File: src/rtl/adc_seq_pkg.sv
// Shared types and constants for the ADC scan sequencer.
package adc_seq_pkg;

  typedef enum logic [1:0] {
    StIdle,
    StIssue,
    StWait
  } state_e;

  localparam int unsigned SLOT_W = 3;
  localparam int unsigned DROP_W = 8;

  // LSB of a slot's channel field inside the packed channel map.
  function automatic int unsigned ch_map_lsb(input int unsigned slot, input int unsigned ch_w);
    return slot * ch_w;
  endfunction

endpackage

File: src/rtl/adc_seq_accum.sv
// Per-slot accumulator array: add into, clear or read the addressed slot, or clear all slots.
module adc_seq_accum
  import adc_seq_pkg::*;
#(
  parameter int unsigned NumSlots = 4,
  parameter int unsigned AccW     = 14
) (
  input  logic              clk_i,
  input  logic              rst_i,
  input  logic              clear_all_i,
  input  logic [SLOT_W-1:0] slot_i,
  input  logic              add_i,
  input  logic [AccW-1:0]   add_val_i,
  input  logic              clr_i,
  output logic [AccW-1:0]   rd_val_o
);

  logic [AccW-1:0] acc_q [NumSlots];
  logic [AccW-1:0] acc_d [NumSlots];

  always_comb begin
    for (int i = 0; i < NumSlots; i++) begin
      acc_d[i] = acc_q[i];
      if (clear_all_i || (clr_i && (slot_i == SLOT_W'(i)))) begin
        acc_d[i] = '0;
      end else if (add_i && (slot_i == SLOT_W'(i))) begin
        acc_d[i] = acc_q[i] + add_val_i;
      end
    end
  end

  always_comb begin
    rd_val_o = '0;
    for (int i = 0; i < NumSlots; i++) begin
      if (slot_i == SLOT_W'(i)) begin
        rd_val_o = acc_q[i];
      end
    end
  end

  always_ff @(posedge clk_i) begin
    if (rst_i) begin
      for (int i = 0; i < NumSlots; i++) begin
        acc_q[i] <= '0;
      end
    end else begin
      for (int i = 0; i < NumSlots; i++) begin
        acc_q[i] <= acc_d[i];
      end
    end
  end

endmodule

File: src/rtl/adc_scan_sequencer.sv
// Scan controller for the modular ADC core: walks the slot list one command at a time, averages
// conversions per slot and streams results, with response checking, timeout and drop accounting.
module adc_scan_sequencer
  import adc_seq_pkg::*;
#(
  parameter int unsigned               NUM_SLOTS = 4,
  parameter int unsigned               CH_W      = 5,
  parameter int unsigned               DATA_W    = 12,
  parameter int unsigned               AVG_LOG2  = 2,
  parameter logic [NUM_SLOTS*CH_W-1:0] CH_MAP    = {5'd4, 5'd3, 5'd2, 5'd1},
  parameter int unsigned               TIMEOUT   = 255
) (
  input  logic              clock_clk,
  input  logic              reset_sink_reset,
  input  logic              enable,
  input  logic              clear_status,
  output logic              command_valid,
  output logic [CH_W-1:0]   command_channel,
  output logic              command_startofpacket,
  output logic              command_endofpacket,
  input  logic              command_ready,
  input  logic              response_valid,
  input  logic [CH_W-1:0]   response_channel,
  input  logic [DATA_W-1:0] response_data,
  output logic              out_valid,
  input  logic              out_ready,
  output logic [SLOT_W-1:0] out_slot,
  output logic [CH_W-1:0]   out_channel,
  output logic [DATA_W-1:0] out_data,
  output logic              busy,
  output logic              flag_overflow,
  output logic              flag_mismatch,
  output logic              flag_timeout,
  output logic [DROP_W-1:0] drop_count
);

  localparam int unsigned       AccW      = DATA_W + AVG_LOG2;
  localparam int unsigned       RoundW    = (AVG_LOG2 > 0) ? AVG_LOG2 : 1;
  localparam int unsigned       TmrW      = $clog2(TIMEOUT + 1);
  localparam logic [RoundW-1:0] LastRound = RoundW'((1 << AVG_LOG2) - 1);
  localparam logic [SLOT_W-1:0] LastSlot  = SLOT_W'(NUM_SLOTS - 1);
  localparam logic [TmrW-1:0]   TmrLast   = TmrW'(TIMEOUT - 1);

  state_e            state_q, state_d;
  logic [SLOT_W-1:0] slot_q, slot_d;
  logic [RoundW-1:0] round_q, round_d;
  logic [TmrW-1:0]   tmr_q, tmr_d;

  logic              out_valid_q, out_valid_d;
  logic [SLOT_W-1:0] out_slot_q, out_slot_d;
  logic [CH_W-1:0]   out_ch_q, out_ch_d;
  logic [DATA_W-1:0] out_data_q, out_data_d;

  logic              mismatch_q, mismatch_d;
  logic              timeout_q, timeout_d;
  logic              overflow_q, overflow_d;
  logic [DROP_W-1:0] drop_q, drop_d, drop_base;

  logic [CH_W-1:0]   exp_ch;
  logic              in_wait, resp_ok, resp_bad, tmo, slot_done, last_round;
  logic              emit, load, drop, acc_add, clear_all;
  logic [AccW-1:0]   acc_rd, sum;
  logic [DATA_W-1:0] result;

  function automatic logic [CH_W-1:0] slot_channel(input logic [SLOT_W-1:0] s);
    return CH_MAP[ch_map_lsb(int'(s), CH_W) +: CH_W];
  endfunction

  always_comb begin
    exp_ch     = slot_channel(slot_q);
    in_wait    = (state_q == StWait);
    resp_ok    = in_wait && response_valid && (response_channel == exp_ch);
    resp_bad   = in_wait && response_valid && (response_channel != exp_ch);
    tmo        = in_wait && !response_valid && (tmr_q == TmrLast);
    slot_done  = in_wait && (response_valid || (tmr_q == TmrLast));
    last_round = (round_q == LastRound);
    acc_add    = resp_ok && !last_round;
    emit       = slot_done && last_round;
    // Final round: the average includes this cycle's sample, which never lands in the array.
    sum        = acc_rd + (resp_ok ? AccW'(response_data) : '0);
    result     = DATA_W'(sum >> AVG_LOG2);
    load       = emit && (!out_valid_q || out_ready);
    drop       = emit && !load;
  end

  adc_seq_accum #(
    .NumSlots (NUM_SLOTS),
    .AccW     (AccW)
  ) u_accum (
    .clk_i       (clock_clk),
    .rst_i       (reset_sink_reset),
    .clear_all_i (clear_all),
    .slot_i      (slot_q),
    .add_i       (acc_add),
    .add_val_i   (AccW'(response_data)),
    .clr_i       (emit),
    .rd_val_o    (acc_rd)
  );

  always_comb begin
    state_d   = state_q;
    slot_d    = slot_q;
    round_d   = round_q;
    tmr_d     = tmr_q;
    clear_all = 1'b0;
    unique case (state_q)
      StIdle: begin
        if (enable) state_d = StIssue;
      end
      StIssue: begin
        if (command_ready) begin
          state_d = StWait;
          tmr_d   = '0;
        end else if (!enable) begin
          state_d = StIdle;
        end
      end
      StWait: begin
        if (slot_done) begin
          state_d = enable ? StIssue : StIdle;
          if (slot_q == LastSlot) begin
            slot_d  = '0;
            round_d = last_round ? '0 : round_q + 1'b1;
          end else begin
            slot_d = slot_q + 1'b1;
          end
        end else begin
          tmr_d = tmr_q + 1'b1;
        end
      end
      default: state_d = StIdle;
    endcase
    // Any return to idle discards the partial scan; a pending output is left alone.
    if ((state_q != StIdle) && (state_d == StIdle)) begin
      clear_all = 1'b1;
      slot_d    = '0;
      round_d   = '0;
    end
  end

  always_comb begin
    out_valid_d = out_valid_q && !out_ready;
    out_slot_d  = out_slot_q;
    out_ch_d    = out_ch_q;
    out_data_d  = out_data_q;
    if (load) begin
      out_valid_d = 1'b1;
      out_slot_d  = slot_q;
      out_ch_d    = exp_ch;
      out_data_d  = result;
    end
  end

  // A flag event in the same cycle as clear_status wins over the clear.
  always_comb begin
    mismatch_d = (clear_status ? 1'b0 : mismatch_q) | resp_bad;
    timeout_d  = (clear_status ? 1'b0 : timeout_q) | tmo;
    overflow_d = (clear_status ? 1'b0 : overflow_q) | drop;
    drop_base  = clear_status ? '0 : drop_q;
    drop_d     = (drop && (drop_base != '1)) ? drop_base + 1'b1 : drop_base;
  end

  always_ff @(posedge clock_clk) begin
    if (reset_sink_reset) begin
      state_q     <= StIdle;
      slot_q      <= '0;
      round_q     <= '0;
      tmr_q       <= '0;
      out_valid_q <= 1'b0;
      out_slot_q  <= '0;
      out_ch_q    <= '0;
      out_data_q  <= '0;
      mismatch_q  <= 1'b0;
      timeout_q   <= 1'b0;
      overflow_q  <= 1'b0;
      drop_q      <= '0;
    end else begin
      state_q     <= state_d;
      slot_q      <= slot_d;
      round_q     <= round_d;
      tmr_q       <= tmr_d;
      out_valid_q <= out_valid_d;
      out_slot_q  <= out_slot_d;
      out_ch_q    <= out_ch_d;
      out_data_q  <= out_data_d;
      mismatch_q  <= mismatch_d;
      timeout_q   <= timeout_d;
      overflow_q  <= overflow_d;
      drop_q      <= drop_d;
    end
  end

  assign command_valid         = (state_q == StIssue);
  assign command_channel       = command_valid ? exp_ch : '0;
  assign command_startofpacket = command_valid && (slot_q == '0);
  assign command_endofpacket   = command_valid && (slot_q == LastSlot);
  assign out_valid             = out_valid_q;
  assign out_slot              = out_slot_q;
  assign out_channel           = out_ch_q;
  assign out_data              = out_data_q;
  assign busy                  = (state_q != StIdle);
  assign flag_overflow         = overflow_q;
  assign flag_mismatch         = mismatch_q;
  assign flag_timeout          = timeout_q;
  assign drop_count            = drop_q;

endmodule

File: config.mk
export PLATFORM = sky130hd
export DESIGN_NAME = adc_scan_sequencer
export DESIGN_NICKNAME = d
export VERILOG_FILES = /design/src/rtl/adc_seq_pkg.sv /design/src/rtl/adc_seq_accum.sv /design/src/rtl/adc_scan_sequencer.sv
export SDC_FILE = /design/constraint.sdc
export NUM_CORES = 1
export LEC_CHECK = 0
export ABC_CLOCK_PERIOD_IN_PS = 6300
export BUFFER_PORTS_ARGS = -buffer_cell sky130_fd_sc_hd__buf_2
export CORE_ASPECT_RATIO = 1.4
export CORE_MARGIN = 2
export CORE_UTILIZATION = 40
export CTS_BUF_LIST = sky130_fd_sc_hd__clkbuf_4
export DETAILED_ROUTE_END_ITERATION = 10
export HOLD_SLACK_MARGIN = 0.05
export PLACE_DENSITY = 0.62
export SYNTH_ARGS = -nofsm -noshare
export SYNTH_HDL_FRONTEND = slang
export SYNTH_SLANG_ARGS = --single-unit
File: constraint.sdc
create_clock -name clock_clk -period 6.3 [get_ports clock_clk]
set_clock_uncertainty 0.15 [all_clocks]
set_input_delay 0.63 -clock clock_clk [delete_from_list [all_inputs] [get_ports clock_clk]]
set_output_delay 0.63 -clock clock_clk [all_outputs]
set_load 0.05 [all_outputs]
==> flow_summary.toml <==
[clock_network]
clock-root-buffer = "clkbuf_4"
clk_pin_slew_ns = 0.16
clockBufferDepth = 2
clock_latency_ns = 0.50
cts_tree = "built"
post_cts_buffers = 0
cts_hold_buf = 0
numClockSinks = 101
cts_resized = 0
htree_levels = 3
cts_buffers = 9

[die]
fp.dieH_um = 164
core_um2 = 17900
fp.dieW_um = 118
start_util_pct = 40.8
dieArea_um2 = 19400
ioPinCount = 65
floorplan.rows = 58

[setup_path]
rrSetupSlack_ns = 1.56
crit_buf_inv = 1
path_depth = 15
r2r-start = "slot_q[0]$_SDFFE_PP0P_"
r2r_cells = 15
required_ns = 6.52
crit_start = "slot_q[0]$_SDFFE_PP0P_"
crit_top_cell = "ha_1"
crit_path_end_kind = "flop"
cp_slowest_cell = "ha_1"
cp.arrival_ns = 4.96
cp_max_fo = 16
cp_slowest_stage_delay_ns = 0.54
path_delay_family = "compound AO/OA/AOI/OAI gates"
critPathLaunchType = "flop"
worst-setup-path-type = "reg2reg"
rr_endpoint = "out_data[11]$_SDFFE_PP0P_"
crit_chain = "inv_1 -> ha_1 -> nor2_2 -> a2111oi_4 -> nand2_1 -> nor2_1 -> and2_1 -> ha_1 -> and4_1 -> and3_1 -> a311oi_2 -> o21bai_2 -> a221o_1 -> a2111oi_2 -> nor4_1"
endpoint = "out_data[11]$_SDFFE_PP0P_"

[sta]
maxSlewHeadroom_pct = 15.8
hold_violations = 0
max_freq_ghz = 0.211
period_needed_ns = 4.74
fin_tns_setup_ns = 0
rsz0062_at_grt = "no"
worst_pin_slew_ns = 1.25
min_period_over_period_pct = 75.2
drv_slew = 0
setup-violations-final = 0

[finish]
fill_cells = 1887
register_area_um2 = 2020
area_delta_synth_final_pct = 7.77
multiInputGateArea_um2 = 4970
drive_above_1_share_pct = 10.3
nets = 1099

[pwr]
pwr-share-seq_pct = 55.9
p_per_area_nw_per_um2 = 147
switching_share_pct = 32.4
clkPwrFrac_pct = 27.3
power_frac_comb_pct = 16.9
p_sw_mw = 0.376
ir_drop_v = 0.000106
p_int_mw = 0.784
p_total_mw = 1.16
p_leak_nw = 3.29

[synth]
synthCells = 964
ys_seq_area_share_pct = 27.6
synth-seq-cells = 101
yosys_most_used_dff = "dfxtp_1"
async_flop_share_pct = 0
synth_warnings = 0
yosysUniqueCellTypes = 65
synth_area_um2 = 7310
syn_avg_cell_area_um2 = 7.59
synth-edff-count = 0

[global_routing]
grt-ovfl-total = 0
grt_pass1_vias = 6489
antenna_found_initial = 1
grt_start_max_net_pins = 38
grt_usage_pct = 20.8
grt_pass1_wl_mm = 32.3

[placement]
dp_hpwl_mm = 15.0
numPortBuffers = 60
place_congestion = 0.847

[routing]
drtPass1Iterations = 5
initialDrtViolationCount = 328
wirelength_mm = 19.6
via_per_inst = 5.33
ant_nets = 0
wl_per_cell_um = 15.8
drcViolationCount = 0
vias = 6649

[flow_run]
drv_cap = 0

[run_status]
status = "finished clean"

[min_path]
hold_path.class = "in2reg"
-- routing by layer --
| metal | GRT usage [%] | part of all wire [%] |
|---|---|---|
| met4 | 6.85 | 2.3 |
| met3 | 3.65 | 4.1 |
| met1 | 24.9 | 46 |
| met2 | 37.5 | 48 |
| met5 | 0 | 0 |
-- layout by cell type (no fill, tap or decap), types with 4 or more instances in the layout --
cell / count
nor2_1: 170
a21oi_1: 120
dfxtp_1: 101
nand2_1: 77
ha_1: 71
buf_2: 60
xnor2_1: 37
inv_1: 33
o21ai_0: 32
nor3_1: 31
nand3_1: 30
xor2_1: 20
nor2b_1: 19
and2_1: 16
nand2b_1: 13
or3_1: 12
clkbuf_4: 11
a211oi_1: 9
a21o_1: 9
a31oi_1: 8
o211ai_1: 7
and3_1: 7
o2111ai_1: 7
nand4_1: 6
o21a_1: 6
mux2i_1: 6
buf_4: 6
a211oi_2: 5
a211o_1: 5
nor3_2: 4
and4_1: 4
a41oi_1: 4
nor4b_1: 4
fa_1: 4
conb_1: 4
-- cells in the mapped netlist (5+ instances only) --
master | instances | share of area [%]
nor2_1 | 170 | 8.7
o211ai_1 | 7 | 0.72
buf_1 | 5 | 0.26
nand2b_1 | 13 | 1.1
a31oi_1 | 8 | 0.68
clkbuf_1 | 25 | 1.3
a21o_1 | 9 | 0.92
xor2_1 | 20 | 2.4
mux2i_1 | 6 | 0.82
and2_1 | 16 | 1.4
o21ai_0 | 32 | 2.2
nand3_1 | 30 | 2.1
inv_1 | 33 | 1.7
xnor2_1 | 37 | 4.4
o2111ai_1 | 7 | 0.84
a211o_1 | 5 | 0.60
ha_1 | 71 | 12
buf_4 | 6 | 0.62
a211oi_2 | 5 | 0.86
nor2b_1 | 19 | 1.6
nor3_1 | 31 | 2.1
a211oi_1 | 9 | 0.92
nand4_1 | 6 | 0.51
and3_1 | 7 | 0.60
nand2_1 | 77 | 4.0
or3_1 | 12 | 1.0
a21oi_1 | 120 | 8.2
o21a_1 | 6 | 0.62
dfxtp_1 | 101 | 28
buf_2 | 7 | 0.48
-- power groups by stage --
| stage | clock, mW | sequential (mW) | combinational, mW |
|---|---|---|---|
| global route | 0.350 | 0.649 | 0.215 |
| global placement | 0 | 0.662 | 0.196 |
| floorplan | 0 | 0.661 | 0.133 |
| CTS | 0.329 | 0.648 | 0.197 |
| detailed placement | 0 | 0.662 | 0.196 |
| finish | 0.317 | 0.648 | 0.196 |
-- registers in the layout (all words and copies together), names as in the netlist, 2 cells and up --
name	cells
u_accum.acc_q	56
out_data	12
drop_count	8
tmr_q	8
out_channel	3
out_slot	3
slot_q	3
round_q	2
state_q	2
-- stage by stage --
stage	utilization, %	hold WS (ns)	std cells	setup WS (ns)	cell area [um^2]
final	44.0	0.239	1247	1.56	7880
after detailed placement	43.3	0.298	1229	1.57	7770
after floorplan	-	0.290	967	2.28	7320
after global routing	44.0	0.238	1247	1.19	7880
after global placement	43.3	0.289	1229	1.69	7770
after CTS	43.9	0.209	1244	1.56	7870
-- worst register-to-register path, cell delays in order (launching register included) --
cell and delay, ns:
dfxtp_1 0.39, inv_1 0.10, ha_1 0.54, nor2_2 0.16
a2111oi_4 0.50, nand2_1 0.12, nor2_1 0.43, and2_1 0.21
ha_1 0.25, and4_1 0.20, and3_1 0.20, a311oi_2 0.38
o21bai_2 0.14, a221o_1 0.39, a2111oi_2 0.38, nor4_1 0.09
-- worst min-delay path by stage --
| stage | from | end | slack, ns | depth (start not counted) |
|---|---|---|---|---|
| global route | clear_status | drop_count[4]$_SDFF_PP0_ | 0.24 | 2 |
| detailed placement | out_data[1]$_SDFFE_PP0P_ | out_data[1]$_SDFFE_PP0P_ | 0.30 | 2 |
| finish | clear_status | drop_count[6]$_SDFF_PP0_ | 0.24 | 2 |
| global placement | out_data[1]$_SDFFE_PP0P_ | out_data[1]$_SDFFE_PP0P_ | 0.29 | 2 |
| CTS | clear_status | drop_count[6]$_SDFF_PP0_ | 0.21 | 2 |
| floorplan | round_q[1]$_SDFFE_PP0P_ | round_q[1]$_SDFFE_PP0P_ | 0.29 | 2 |
-- final cells by class --
type,count,area share [%]
clock buffers,11,1.05
diodes,3,0.0953
flip-flops and latches,101,25.7
repair buffers,66,4.38
clock inverters,4,0.318
inverters,33,1.57
multi-input cells,789,63.1
well taps,240,3.81
-- cell families (layout without fill, tap and decap cells) --
kind of cell | after synthesis | in the layout | synth area share (%)
AND/OR/NAND/NOR | 409 | 409 | 26.3
AO/OA/AOI/OAI | 238 | 238 | 20.7
flip-flops | 101 | 101 | 27.6
buffers and inverters | 77 | 114 | 4.48
adder cells (fa/ha/maj) | 75 | 75 | 13.2
XOR/XNOR | 57 | 57 | 6.83
multiplexers | 6 | 6 | 0.821
other | 1 | 7 | 0.0513
Note: power is estimated with default switching activity, not from simulation.
